## config.mk

```make
export PLATFORM = sky130hd
export DESIGN_NAME = pwm_duty_capture
export DESIGN_NICKNAME = d
export VERILOG_FILES = /design/src/rtl/pwm_duty_capture.sv
export SDC_FILE = /design/constraint.sdc
export NUM_CORES = 1
export LEC_CHECK = 0
export ABC_AREA = 0
export CAP_MARGIN = 20
export CORE_MARGIN = 2
export CORE_UTILIZATION = 40
export DETAILED_ROUTE_END_ITERATION = 8
export GPL_ROUTABILITY_DRIVEN = 0
export MAX_ROUTING_LAYER = met4
export PLACE_DENSITY = 0.63
export SLEW_MARGIN = 20
export SYNTH_ARGS = -nofsm -noshare
export SYNTH_HDL_FRONTEND = slang
export SYNTH_SLANG_ARGS = --single-unit
```

## constraint.sdc

```tcl
create_clock -name clk -period 4.3 [get_ports clk]
set_input_delay 1.29 -clock clk [delete_from_list [all_inputs] [get_ports clk]]
set_output_delay 1.29 -clock clk [all_outputs]
set_load 0.1 [all_outputs]
```

## src/rtl/pwm_duty_capture.sv

```systemverilog
// PWM duty capture: recovers the 4-bit duty level and per-period counts from a sampled PWM line.
// Ports: clk, rst (async active-low), pwm_in -> level, high_cnt, period_cnt, valid, period_err, stuck.
module pwm_duty_capture #(
    parameter int PERIOD_LOG2 = 4,
    parameter int CNT_W       = 8,
    parameter int TIMEOUT     = 64
) (
    input  logic             clk,
    input  logic             rst,
    input  logic             pwm_in,
    output logic [3:0]       level,
    output logic [CNT_W-1:0] high_cnt,
    output logic [CNT_W-1:0] period_cnt,
    output logic             valid,
    output logic             period_err,
    output logic             stuck
);

    typedef enum logic [1:0] {SYNC, HIGH, LOW} state_t;

    localparam logic [CNT_W-1:0] ONES = '1;
    localparam logic [CNT_W-1:0] NOM  = CNT_W'(2 ** PERIOD_LOG2);
    localparam logic [CNT_W-1:0] TMO  = CNT_W'(TIMEOUT);

    state_t           state, state_nx;
    logic             s1, s, s_d;
    logic [1:0]       warm;
    logic [CNT_W-1:0] hc, pc, hc_nx, pc_nx, tcnt;
    logic             live, rise, fall, edge_any;
    logic             commit, tmo_hit;
    logic [CNT_W+3:0] scaled;
    logic [3:0]       lvl;

    function automatic logic [CNT_W-1:0] inc(input logic [CNT_W-1:0] v);
        return (v == ONES) ? v : v + 1'b1;
    endfunction

    // Edges are ignored until the edge-detect flop holds a real sample,
    // so a line already high at reset release is not seen as a rise.
    assign live     = (warm == 2'd3);
    assign rise     = live & s & ~s_d;
    assign fall     = live & ~s & s_d;
    assign edge_any = rise | fall;
    assign commit   = (state == LOW) & rise;
    assign tmo_hit  = live & ~stuck & ~edge_any & (tcnt == TMO - 1'b1);

    assign scaled = {hc, 4'b0000} >> PERIOD_LOG2;
    assign lvl    = (|scaled[CNT_W+3:4]) ? 4'hF : scaled[3:0];

    always_comb begin
        state_nx = state;
        hc_nx    = hc;
        pc_nx    = pc;
        if (tmo_hit) begin
            state_nx = SYNC;
        end else begin
            case (state)
                SYNC: begin
                    if (rise) begin
                        state_nx = HIGH;
                        hc_nx    = CNT_W'(1);
                        pc_nx    = CNT_W'(1);
                    end
                end
                HIGH: begin
                    pc_nx = inc(pc);
                    if (fall) state_nx = LOW;
                    else      hc_nx    = inc(hc);
                end
                LOW: begin
                    if (rise) begin
                        state_nx = HIGH;
                        hc_nx    = CNT_W'(1);
                        pc_nx    = CNT_W'(1);
                    end else begin
                        pc_nx = inc(pc);
                    end
                end
                default: state_nx = SYNC;
            endcase
        end
    end

    always_ff @(posedge clk or negedge rst) begin
        if (!rst) begin
            s1    <= 1'b0;
            s     <= 1'b0;
            s_d   <= 1'b0;
            warm  <= 2'd0;
            state <= SYNC;
            hc    <= '0;
            pc    <= '0;
            tcnt  <= '0;
        end else begin
            s1    <= pwm_in;
            s     <= s1;
            s_d   <= s;
            if (!live) warm <= warm + 2'd1;
            state <= state_nx;
            hc    <= hc_nx;
            pc    <= pc_nx;
            if (!live || edge_any) tcnt <= '0;
            else                   tcnt <= inc(tcnt);
        end
    end

    always_ff @(posedge clk or negedge rst) begin
        if (!rst) begin
            level      <= 4'd0;
            high_cnt   <= '0;
            period_cnt <= '0;
            valid      <= 1'b0;
            period_err <= 1'b0;
            stuck      <= 1'b0;
        end else begin
            valid <= 1'b0;
            if (commit) begin
                valid      <= 1'b1;
                high_cnt   <= hc;
                period_cnt <= pc;
                period_err <= (pc != NOM);
                level      <= lvl;
                stuck      <= 1'b0;
            end else if (tmo_hit) begin
                valid      <= 1'b1;
                stuck      <= 1'b1;
                period_err <= 1'b1;
                level      <= s ? 4'hF : 4'h0;
                high_cnt   <= s ? ONES : '0;
                period_cnt <= s ? ONES : '0;
            end else if (edge_any) begin
                stuck <= 1'b0;
            end
        end
    end

endmodule

```

==> results.sh <==
export IMPL_cts_tree="done"
export IMPL_final_cell_mix="dfrtp_1, clkdlybuf4s50_1, a221o_1, nand2_1, nor3_1"
export IMPL_routedWlPerCell_um=15.65
export IMPL_via_count=2057
export IMPL_yosys_area_share_simple=0.1830
export IMPL_n_fill_cell=626
export IMPL_reg2reg_depth=5
export IMPL_synth_mux_area_frac=0.02431
export IMPL_final_seq_area_um2=1351
export IMPL_rsz0062_at_grt="no"
export IMPL_ys_seq_area_frac=0.4954
export IMPL_setup_viol=0
export IMPL_synth_xor_area_frac=0.01881
export IMPL_synth_cells=250
export IMPL_dominantRegCellSynth="dfrtp_1"
export IMPL_worstPathRequired_ns=3.01
export IMPL_ant_nets=0
export IMPL_clk_latency_ns=0.30
export IMPL_synth_fa_ha_area_frac=0.04587
export IMPL_grt_pass1_vias=1986
export IMPL_slowest_delay_ns=1.14
export IMPL_r2r_start="warm[0]$_DFFE_PN0P_"
export IMPL_synth_distinct_cells=50
export IMPL_diodes=0
export IMPL_synth_seq_cells=54
export IMPL_overflow=0
export IMPL_route_met2_wl_um=2438
export IMPL_start_util=0.4082
export IMPL_die_h_um=86.58
export IMPL_path_cells="clkdlybuf4s50_1"
export IMPL_syn_avg_cell_area_um2=10.91
export IMPL_antenna_found_initial=0
export IMPL_synth_top_area_frac=0.4954
export IMPL_p_leak_nw=1.359
export IMPL_grtUsageTotal=0.1690
export IMPL_grt_pass1_wl_um=9742
export IMPL_synth_edff_count=0
export IMPL_period_needed_ns=3.121
export IMPL_drc=0
export IMPL_maxCapViolations=0
export IMPL_crit_family="buffers and inverters"
export IMPL_min_from="s1$_DFF_PN0_"
export IMPL_max_slew_margin=0.3403
export IMPL_synthArstFlopShare=1.000
export IMPL_rows=30
export IMPL_fin_skew_ns=0.005308
export IMPL_netlist_top_cells_area="dfrtp_1, a221o_1, ha_1, o22a_1, nor3_1"
export IMPL_finalPower_mw=1.977
export IMPL_final_common_cell="dfrtp_1"
export IMPL_finalSetupTns_ns=0
export IMPL_routed_top_layer="met4"
export IMPL_clk_path_buf_depth=2
export IMPL_reg2reg_slack_ns=1.52
export IMPL_synth_top_family_by_area="compound AO/OA/AOI/OAI gates"
export IMPL_critPathCaptureType="primary output"
export IMPL_crit_slowest_cell="clkdlybuf4s50_1"
export IMPL_wl_met1_um=2750
export IMPL_ctsResizeCount=0
export IMPL_route_met3_wl_um=239
export IMPL_r2r_end="period_cnt[5]$_DFFE_PN0P_"
export IMPL_yosys_warnings=0
export IMPL_cts_inserted_buffers=5
export IMPL_grt_max_degree=39
export IMPL_cts_clk_slew_worst_paths_ns=0.09
export IMPL_maxSlewViolCount=0
export IMPL_holdPathEnd="s$_DFF_PN0_"
export IMPL_crit_type="flip-flop to primary output"
export IMPL_cts_setup_buffers=0
export IMPL_fin_crit_sh=0.7259
export IMPL_synth_top_cell_by_area="dfrtp_1"
export IMPL_hold_path_class="flip-flop to flip-flop"
export IMPL_firstDrtPassIters=4
export IMPL_ir_drop_uv=205.1
export IMPL_tightest_slew_ns=0.9865
export IMPL_holdBufCountCts=0
export IMPL_io_pins=26
export IMPL_path_max_fanout=3
export IMPL_viasPerCell=5.877
export IMPL_dieArea_um2=7495
export IMPL_cp_arrival_ns=1.83
export IMPL_start_kind="flip-flop"
export IMPL_final_net_count=282
export IMPL_syn_to_final_growth_pct=13.90
export IMPL_cts_htree_levels=2
export IMPL_outcome="finished clean"
export IMPL_hold_path_depth=0
export IMPL_root_buffer="clkbuf_8"
export IMPL_coreArea_um2=6681
export IMPL_synth_compound_area_frac=0.1881
export IMPL_drt_wl_total_um=5479
export IMPL_initialDrtViolationCount=123
export IMPL_die_width_um=86.58
export IMPL_syn_nets=263
export IMPL_port_buffer_count=25
export IMPL_hold_viol_final=0
export IMPL_clock_fmax_mhz=320.4
export IMPL_drive_above_1_share=0.08148
export IMPL_netlist_area_um2=2728
export IMPL_multi_input_area_um2=1255
export IMPL_clock_sinks=54
export IMPL_hold_ws_ns=0.3603
export IMPL_path_buf_inv=1
export IMPL_power_density_nw_per_um2=636.5
export IMPL_dp_hpwl_um=3780
-- worst max-delay path by stage --
stage                                       start                 endpoint  cells past startpoint
after floorplan                 stuck$_DFFE_PN0P_  high_cnt[0]$_DFFE_PN0P_                      6
after global placement          stuck$_DFFE_PN0P_                    stuck                      1
after detailed placement  high_cnt[4]$_DFFE_PN0P_              high_cnt[4]                      1
after CTS                 high_cnt[4]$_DFFE_PN0P_              high_cnt[4]                      1
after global routing            stuck$_DFFE_PN0P_                    stuck                      1
final                           stuck$_DFFE_PN0P_                    stuck                      1
-- state kept, by name, indices dropped and copies added, names as in the netlist --
name        cells
period_err      1
high_cnt        8
stuck           1
pc              8
s               1
state           2
warm            2
s_d             1
period_cnt      8
s1              1
valid           1
hc              8
level           4
tcnt            8
-- power by group --
| part | internal, mW | switching, mW |
|---|---|---|
| sequential | 0.603 | 0.105 |
| combinational | 0.288 | 0.647 |
| clock | 0.174 | 0.160 |
| total | 1.07 | 0.912 |
-- Yosys cell counts (4+ instances only) --
cell / instances
buf_2: 4
dfrtp_1: 54
nor3_1: 14
nand2_1: 18
o21ai_0: 8
nand3_1: 8
a31oi_1: 5
nor4_1: 4
nor3b_1: 4
a221o_1: 20
mux2i_1: 4
ha_1: 10
or2_2: 5
nor2_1: 11
inv_1: 8
o22a_1: 11
and3_1: 4
clkbuf_1: 6
-- layer usage --
layer | up-vias | global-route usage
li1 | 991 | -
met1 | 1012 | 0.2387
met2 | 50 | 0.2503
met3 | 4 | 0.03143
met4 | 0 | 0.04688
met5 | - | -
-- cells by family (layout without fill, tap and decap cells) --
| family | count (synthesis) | after routing |
|---|---|---|
| AOI/OAI and AO/OA | 63 | 63 |
| muxes | 6 | 6 |
| DFF | 54 | 54 |
| xor gates and xnor gates | 5 | 5 |
| and+or+nand+nor | 89 | 89 |
| buffers and inverters | 23 | 43 |
| adders and majority gates | 10 | 10 |
-- area by class of cell --
cell class              count  area share
flip-flops and latches     54      0.4350
multi-input cells         173      0.4039
repair buffers             27     0.08377
well taps                  80     0.03222
clock buffers               6     0.02336
clock inverters             2     0.01208
inverters                   8    0.009666
-- stage by stage --
step                instance area, µm²  worst slack (ns)  utilization  cells
floorplan                         2728             1.939            -    250
global placement                  2997             1.509       0.4485    342
detailed placement                2997             1.504       0.4485    342
CTS                               3107             1.151       0.4650    350
global route                      3107             1.120       0.4650    350
finish                            3107             1.179       0.4650    350
Power figures use the tool's default switching activity.
